--- src/rtl/ps2_host_tx.sv ---
// PS/2 host-to-device transmitter: inhibits the link, issues request-to-send, shifts one
// command byte out on device clock falls and checks the device ACK bit.
module ps2_host_tx #(
  parameter int INHIBIT_CYCLES = 5000,
  parameter int RTS_CYCLES     = 50,
  parameter int TIMEOUT_CYCLES = 750000,
  parameter int FILTER_LEN     = 4
) (
  input  logic       i_clk,
  input  logic       i_rst,
  input  logic       i_valid,
  input  logic [7:0] i_data,
  output logic       o_ready,
  output logic       o_busy,
  output logic       o_done,
  output logic       o_err,
  input  logic       i_ps2_clk,
  input  logic       i_ps2_data,
  output logic       o_clk_oe,
  output logic       o_data_oe,
  output logic [2:0] o_state
);

  localparam int CNT_W = (INHIBIT_CYCLES > 1) ? $clog2(INHIBIT_CYCLES) : 1;
  localparam int TMO_W = $clog2(TIMEOUT_CYCLES + 1);
  localparam logic [CNT_W-1:0] CNT_LAST = CNT_W'(INHIBIT_CYCLES - 1);
  localparam logic [CNT_W-1:0] CNT_RTS  = CNT_W'(INHIBIT_CYCLES - RTS_CYCLES);
  localparam logic [TMO_W-1:0] TMO_LAST = TMO_W'(TIMEOUT_CYCLES - 1);
  localparam logic [TMO_W-1:0] TMO_MAX  = TMO_W'(TIMEOUT_CYCLES);

  typedef enum logic [2:0] {
    S_IDLE, S_INHIBIT, S_SEND, S_ACK, S_WAIT_IDLE, S_DONE, S_ERR
  } state_t;

  state_t                state;
  logic [CNT_W-1:0]      cnt;
  logic [TMO_W-1:0]      tmo;
  logic [3:0]            bit_idx;
  logic [9:0]            frame;
  logic [1:0]            clk_sync, data_sync;
  logic [FILTER_LEN-1:0] clk_hist, data_hist;
  logic                  clk_filt, data_filt, fall;

  assign o_state = state;

  // Lines are asynchronous and may bounce: a level is accepted only after FILTER_LEN
  // identical synchronized samples; fall is a one-cycle strobe on the filtered clock.
  always_ff @(posedge i_clk or posedge i_rst) begin
    if (i_rst) begin
      clk_sync  <= 2'b11;
      data_sync <= 2'b11;
      clk_hist  <= '1;
      data_hist <= '1;
      clk_filt  <= 1'b1;
      data_filt <= 1'b1;
      fall      <= 1'b0;
    end else begin
      clk_sync  <= {clk_sync[0], i_ps2_clk};
      data_sync <= {data_sync[0], i_ps2_data};
      clk_hist  <= (clk_hist << 1) | FILTER_LEN'(clk_sync[1]);
      data_hist <= (data_hist << 1) | FILTER_LEN'(data_sync[1]);
      if (&clk_hist) clk_filt <= 1'b1;
      else if (~|clk_hist) clk_filt <= 1'b0;
      if (&data_hist) data_filt <= 1'b1;
      else if (~|data_hist) data_filt <= 1'b0;
      fall <= clk_filt & ~|clk_hist;
    end
  end

  // Handshake: a byte is taken on any cycle where i_valid and o_ready are both 1;
  // o_ready is 1 only in IDLE, so requests made while busy are dropped, not queued.
  always_ff @(posedge i_clk or posedge i_rst) begin
    if (i_rst) begin
      state     <= S_IDLE;
      cnt       <= '0;
      tmo       <= '0;
      bit_idx   <= '0;
      frame     <= '0;
      o_ready   <= 1'b1;
      o_busy    <= 1'b0;
      o_done    <= 1'b0;
      o_err     <= 1'b0;
      o_clk_oe  <= 1'b0;
      o_data_oe <= 1'b0;
    end else begin
      o_done <= 1'b0;
      o_err  <= 1'b0;
      if (fall) tmo <= '0;
      else if (tmo != TMO_MAX) tmo <= tmo + TMO_W'(1);

      case (state)
        S_IDLE: begin
          if (i_valid && o_ready) begin
            frame     <= {1'b1, ~^i_data, i_data};
            cnt       <= '0;
            state     <= S_INHIBIT;
            o_ready   <= 1'b0;
            o_busy    <= 1'b1;
            o_clk_oe  <= 1'b1;
            o_data_oe <= (RTS_CYCLES >= INHIBIT_CYCLES);
          end
        end
        S_INHIBIT: begin
          if (cnt == CNT_LAST) begin
            // Release clock with data still low: the device now owns the clock.
            state     <= S_SEND;
            o_clk_oe  <= 1'b0;
            o_data_oe <= 1'b1;
            bit_idx   <= '0;
            tmo       <= '0;
          end else begin
            cnt       <= cnt + CNT_W'(1);
            o_data_oe <= ((cnt + CNT_W'(1)) >= CNT_RTS);
          end
        end
        S_SEND: begin
          if (fall) begin
            o_data_oe <= ~frame[bit_idx];
            bit_idx   <= bit_idx + 4'd1;
            if (bit_idx == 4'd9) state <= S_ACK;
          end else if (tmo == TMO_LAST) begin
            state     <= S_ERR;
            o_err     <= 1'b1;
            o_busy    <= 1'b0;
            o_data_oe <= 1'b0;
          end
        end
        S_ACK: begin
          if (fall && !data_filt) begin
            state <= S_WAIT_IDLE;
          end else if (fall || tmo == TMO_LAST) begin
            state     <= S_ERR;
            o_err     <= 1'b1;
            o_busy    <= 1'b0;
            o_data_oe <= 1'b0;
          end
        end
        S_WAIT_IDLE: begin
          if (clk_filt && data_filt) begin
            state  <= S_DONE;
            o_done <= 1'b1;
            o_busy <= 1'b0;
          end else if (!fall && tmo == TMO_LAST) begin
            state  <= S_ERR;
            o_err  <= 1'b1;
            o_busy <= 1'b0;
          end
        end
        S_DONE, S_ERR: begin
          state     <= S_IDLE;
          o_ready   <= 1'b1;
          o_clk_oe  <= 1'b0;
          o_data_oe <= 1'b0;
        end
        default: begin
          state     <= S_IDLE;
          o_ready   <= 1'b1;
          o_busy    <= 1'b0;
          o_clk_oe  <= 1'b0;
          o_data_oe <= 1'b0;
        end
      endcase
    end
  end

endmodule

--- config.mk ---
export PLATFORM = sky130hd
export DESIGN_NAME = ps2_host_tx
export DESIGN_NICKNAME = d
export VERILOG_FILES = /design/src/rtl/ps2_host_tx.sv
export SDC_FILE = /design/constraint.sdc
export NUM_CORES = 1
export LEC_CHECK = 0
export ABC_AREA = 1
export BUFFER_PORTS_ARGS = -buffer_cell sky130_fd_sc_hd__buf_4
export CAP_MARGIN = 40
export CELL_PAD_IN_SITES_DETAIL_PLACEMENT = 0
export CELL_PAD_IN_SITES_GLOBAL_PLACEMENT = 2
export CORE_ASPECT_RATIO = 1.4
export CORE_MARGIN = 2
export CORE_UTILIZATION = 37
export CTS_CLUSTER_DIAMETER = 80
export DETAILED_ROUTE_END_ITERATION = 7
export GPL_ROUTABILITY_DRIVEN = 0
export HOLD_SLACK_MARGIN = 0.05
export PLACE_DENSITY = 0.92
export SLEW_MARGIN = 40
export SYNTH_ARGS = -nofsm -noshare
export SYNTH_HDL_FRONTEND = slang
export SYNTH_SLANG_ARGS = --single-unit
--- constraint.sdc ---
create_clock -name i_clk -period 2.6 [get_ports i_clk]
set_input_delay 0.52 -clock i_clk [delete_from_list [all_inputs] [get_ports i_clk]]
set_output_delay 0.52 -clock i_clk [all_outputs]
set_load 0.05 [all_outputs]
==> flow_summary_export.csv <==
group,metric,value,unit
synthesis,ys.flop_type,"dfrtp_1",
detailed_routing,drc_errors,0,
detailed_routing,vias,3082,
finish,fin_area,0.00438,mm2
detailed_routing,dr.pass1.iters,4,
finish,area_growth,17.1,%
detailed_routing,wl_per_cell,13.1,um
setup_path,path_cells,"ha_1, nand2_1, nor2_1, nand4_2, nand2_1, buf_4, a21oi_1, o21a_1",
synthesis,synth.avg_cell_area,8.15,um2
global_route,grt_pass1_wl,14600,um
detailed_routing,drt-initial-drc-count,147,
synthesis,synth_area_leaders,"dfrtp_1, dfstp_2, nand2_1, inv_1, nor2_1",
finish,post-route-util,0.443,
setup_path,r2r_slack,0.66,ns
setup_path,critPathMaxFanout,8,
sta,finalSetupViolations,0,
finish,finalNonFillerCells,630,
setup_path,cpMaxStageDelayCell,"dfrtp_1",
synthesis,yosysWarnings,0,
detailed_routing,wl,8230,um
setup_path,crit_path_start_kind,"flip-flop",
outcome,outcome,"finished, final reports clean",
detailed_routing,via_per_inst,4.89,
sta,period_share,0.748,
synthesis,seq_area_frac_synth,0.480,
power_and_ir_drop,leakagePower,2.07,nW
global_route,grt_max_degree,46,
floorplanning,pin_count,22,
placed_design,pre_cts_ws,0.651,ns
global_route,grt_pass1_vias,3138,
global_route,grt-ovfl-total,0,
setup_path,crit_cells,8,
placed_design,dpl.hpwl,6130,um
clock_network,postCtsSetupRepairBufs,0,
sta,fin_tns_setup,0,ns
setup_path,r2r_cells,8,
detailed_routing,ant_nets,0,
sta,slew_headroom,0.588,
sta,report.final.slew_viol_count,0,
clock_network,cts_hold_buf,0,
synthesis,synth-seq-cells,71,
synthesis,synth_most_common_cell,"nand2_1",
setup_path,arrival,2.17,ns
floorplanning,dieArea,0.0109,mm2
sta,clock_skew,0.00665,ns
floorplanning,core-area,0.00990,mm2
sta,final.setup.worst_slack,0.656,ns
synthesis,netlist_area,0.00374,mm2
sta,grt_setup_unrepaired,"false",
floorplanning,start_util,0.378,
clock_network,cts_max_level,3,
finish,multi_input_area,0.00166,mm2
clock_network,clk_latency,0.33,ns
synthesis,synth_edf_count,0,
setup_path,cpPeakStageDelay,0.42,ns
synthesis,yosysTopAreaCellShare,0.374,
clock_network,cts.clk_slew.worst_paths,0.06,ns
floorplanning,chipHeight,123,um
synthesis,netlist-cell-type-count,33,
hold_path,hold_class,"input pin to async pin",
setup_path,worstSetupEndpoint,"tmo[10]",
finish,num_antenna_cells,0,
finish,nFillCells,1018,
setup_path,cp.required,2.82,ns
run,cap_viol_max_count,0,
floorplanning,die_w,89.0,um
power_and_ir_drop,power,4.33,mW
setup_path,critPathBufInv,1,
finish,final_nets,509,
setup_path,crit_family,"simple AND/OR/NAND/NOR gates",
setup_path,cp_common_cell,"nand2_1",
clock_network,root_buffer,"clkbuf_16",
clock_network,cts_buffers,9,
placed_design,placed_area,0.00408,mm2
sta,max_freq,514,MHz
setup_path,crit_path_start,"cnt[0]",
setup_path,r2r-end,"tmo[10]",
placed_design,dp_cells,614,
global_route,grt_usage,0.172,
synthesis,netlist_top_cells_count,"nand2_1, inv_1, dfrtp_1",
synthesis,syn_nets,478,
clock_network,cts.sinks,71,
finish,regArea,0.00180,mm2
placed_design,io_buffers,21,
power_and_ir_drop,p_per_area,987,mW/mm2
floorplanning,rows,43,
sta,hold_slack,0.272,ns
clock_network,ctsLongestPathBuffers,2,
setup_path,worstSetupPathType,"flip-flop to flip-flop",
sta,worstMarginPinSlew,0.617,ns
power_and_ir_drop,max-vdd-ir-drop,0.414,mV
synthesis,async_reset_ff_frac,1.00,
global_route,antenna_found_initial,0,
finish,drive_gt1_frac,0.180,
synthesis,yosysTopAreaCell,"dfrtp_1",
clock_network,post_cts_resized,0,
clock_network,cts_tree,"yes",
setup_path,critPathCaptureType,"flip-flop",
setup_path,rr_startpoint,"cnt[0]",
sta,hold_violations,0,
synthesis,synth_cells,459,
sta,finalCriticalPeriod,1.94,ns
layout by cell type, fill, tap and decap left out, types with 2 or more instances in the layout:
cell / instances
nor4_1: 5
nor2_1: 43
clkbuf_8: 2
inv_2: 6
nand3_2: 4
mux2_2: 4
nand3b_1: 2
o21ai_1: 6
o21ai_0: 18
inv_1: 63
nor3_1: 11
o22ai_1: 10
nor2_2: 9
clkbuf_16: 9
ha_1: 6
nand3_1: 25
nand2_1: 101
nand4_1: 8
dfstp_2: 15
buf_4: 23
xnor2_1: 7
a21oi_1: 26
nand4_2: 2
o21a_1: 3
dfrtp_1: 56
o211ai_1: 4
xor2_1: 7
nand2_2: 5
a31oi_1: 2
clkbuf_1: 2
nor3_2: 4
sequential cells by signal (all words and copies together), names as in the netlist:
| signal | count |
|---|---|
| bit_idx | 4 |
| clk_filt | 1 |
| clk_hist | 4 |
| clk_sync | 2 |
| cnt | 13 |
| data_filt | 1 |
| data_hist | 4 |
| data_sync | 2 |
| fall | 1 |
| frame | 10 |
| o_busy | 1 |
| o_clk_oe | 1 |
| o_data_oe | 1 |
| o_done | 1 |
| o_err | 1 |
| o_ready | 1 |
| o_state | 3 |
| tmo | 20 |
final cells by class:
class / instances / area share
Clock buffer: 13 / 0.0594
Multi-Input combinational cell: 315 / 0.380
Timing Repair Buffer: 24 / 0.0440
Tap cell: 135 / 0.0385
Clock inverter: 3 / 0.00971
Inverter: 69 / 0.0591
Sequential cell: 71 / 0.410
power by group:
part	switching [mW]	internal [mW]
Clock	0.450	0.794
Combinational	0.932	0.500
Sequential	0.265	1.39
logic make-up after synthesis:
kind of cell | Yosys count | share of synthesized area
flops | 71 | 0.480
fa+ha+maj | 6 | 0.0201
buf+inv | 73 | 0.0756
simple gates | 222 | 0.279
mux | 4 | 0.0120
compound gates | 69 | 0.101
xor+xnor | 14 | 0.0328
per-layer routing:
metal | wire length [um] | track usage | vias to the layer above
li1 | - | - | 1564
met1 | 3540 | 0.209 | 1464
met2 | 4250 | 0.292 | 34
met3 | 212 | 0.0401 | 20
met4 | 232 | 0.0700 | 0
met5 | 0 | 0 | -
worst min-delay path by stage:
| stage | startpoint | endpoint | slack, ns | depth (start not counted) |
|---|---|---|---|---|
| 6_report | i_rst | o_state[0] | 0.27 | 2 |
| 5_1_grt | i_ps2_clk | clk_sync[0] | 0.28 | 1 |
| 4_1_cts | i_rst | o_done | 0.28 | 2 |
| 3_5_place_dp | clk_sync[1] | clk_hist[0] | 0.35 | 0 |
| 3_3_place_gp | data_sync[0] | data_sync[1] | 0.35 | 0 |
| 2_1_floorplan | clk_sync[1] | clk_hist[0] | 0.35 | 0 |
No activity file was read; power rests on OpenSTA's default activity.
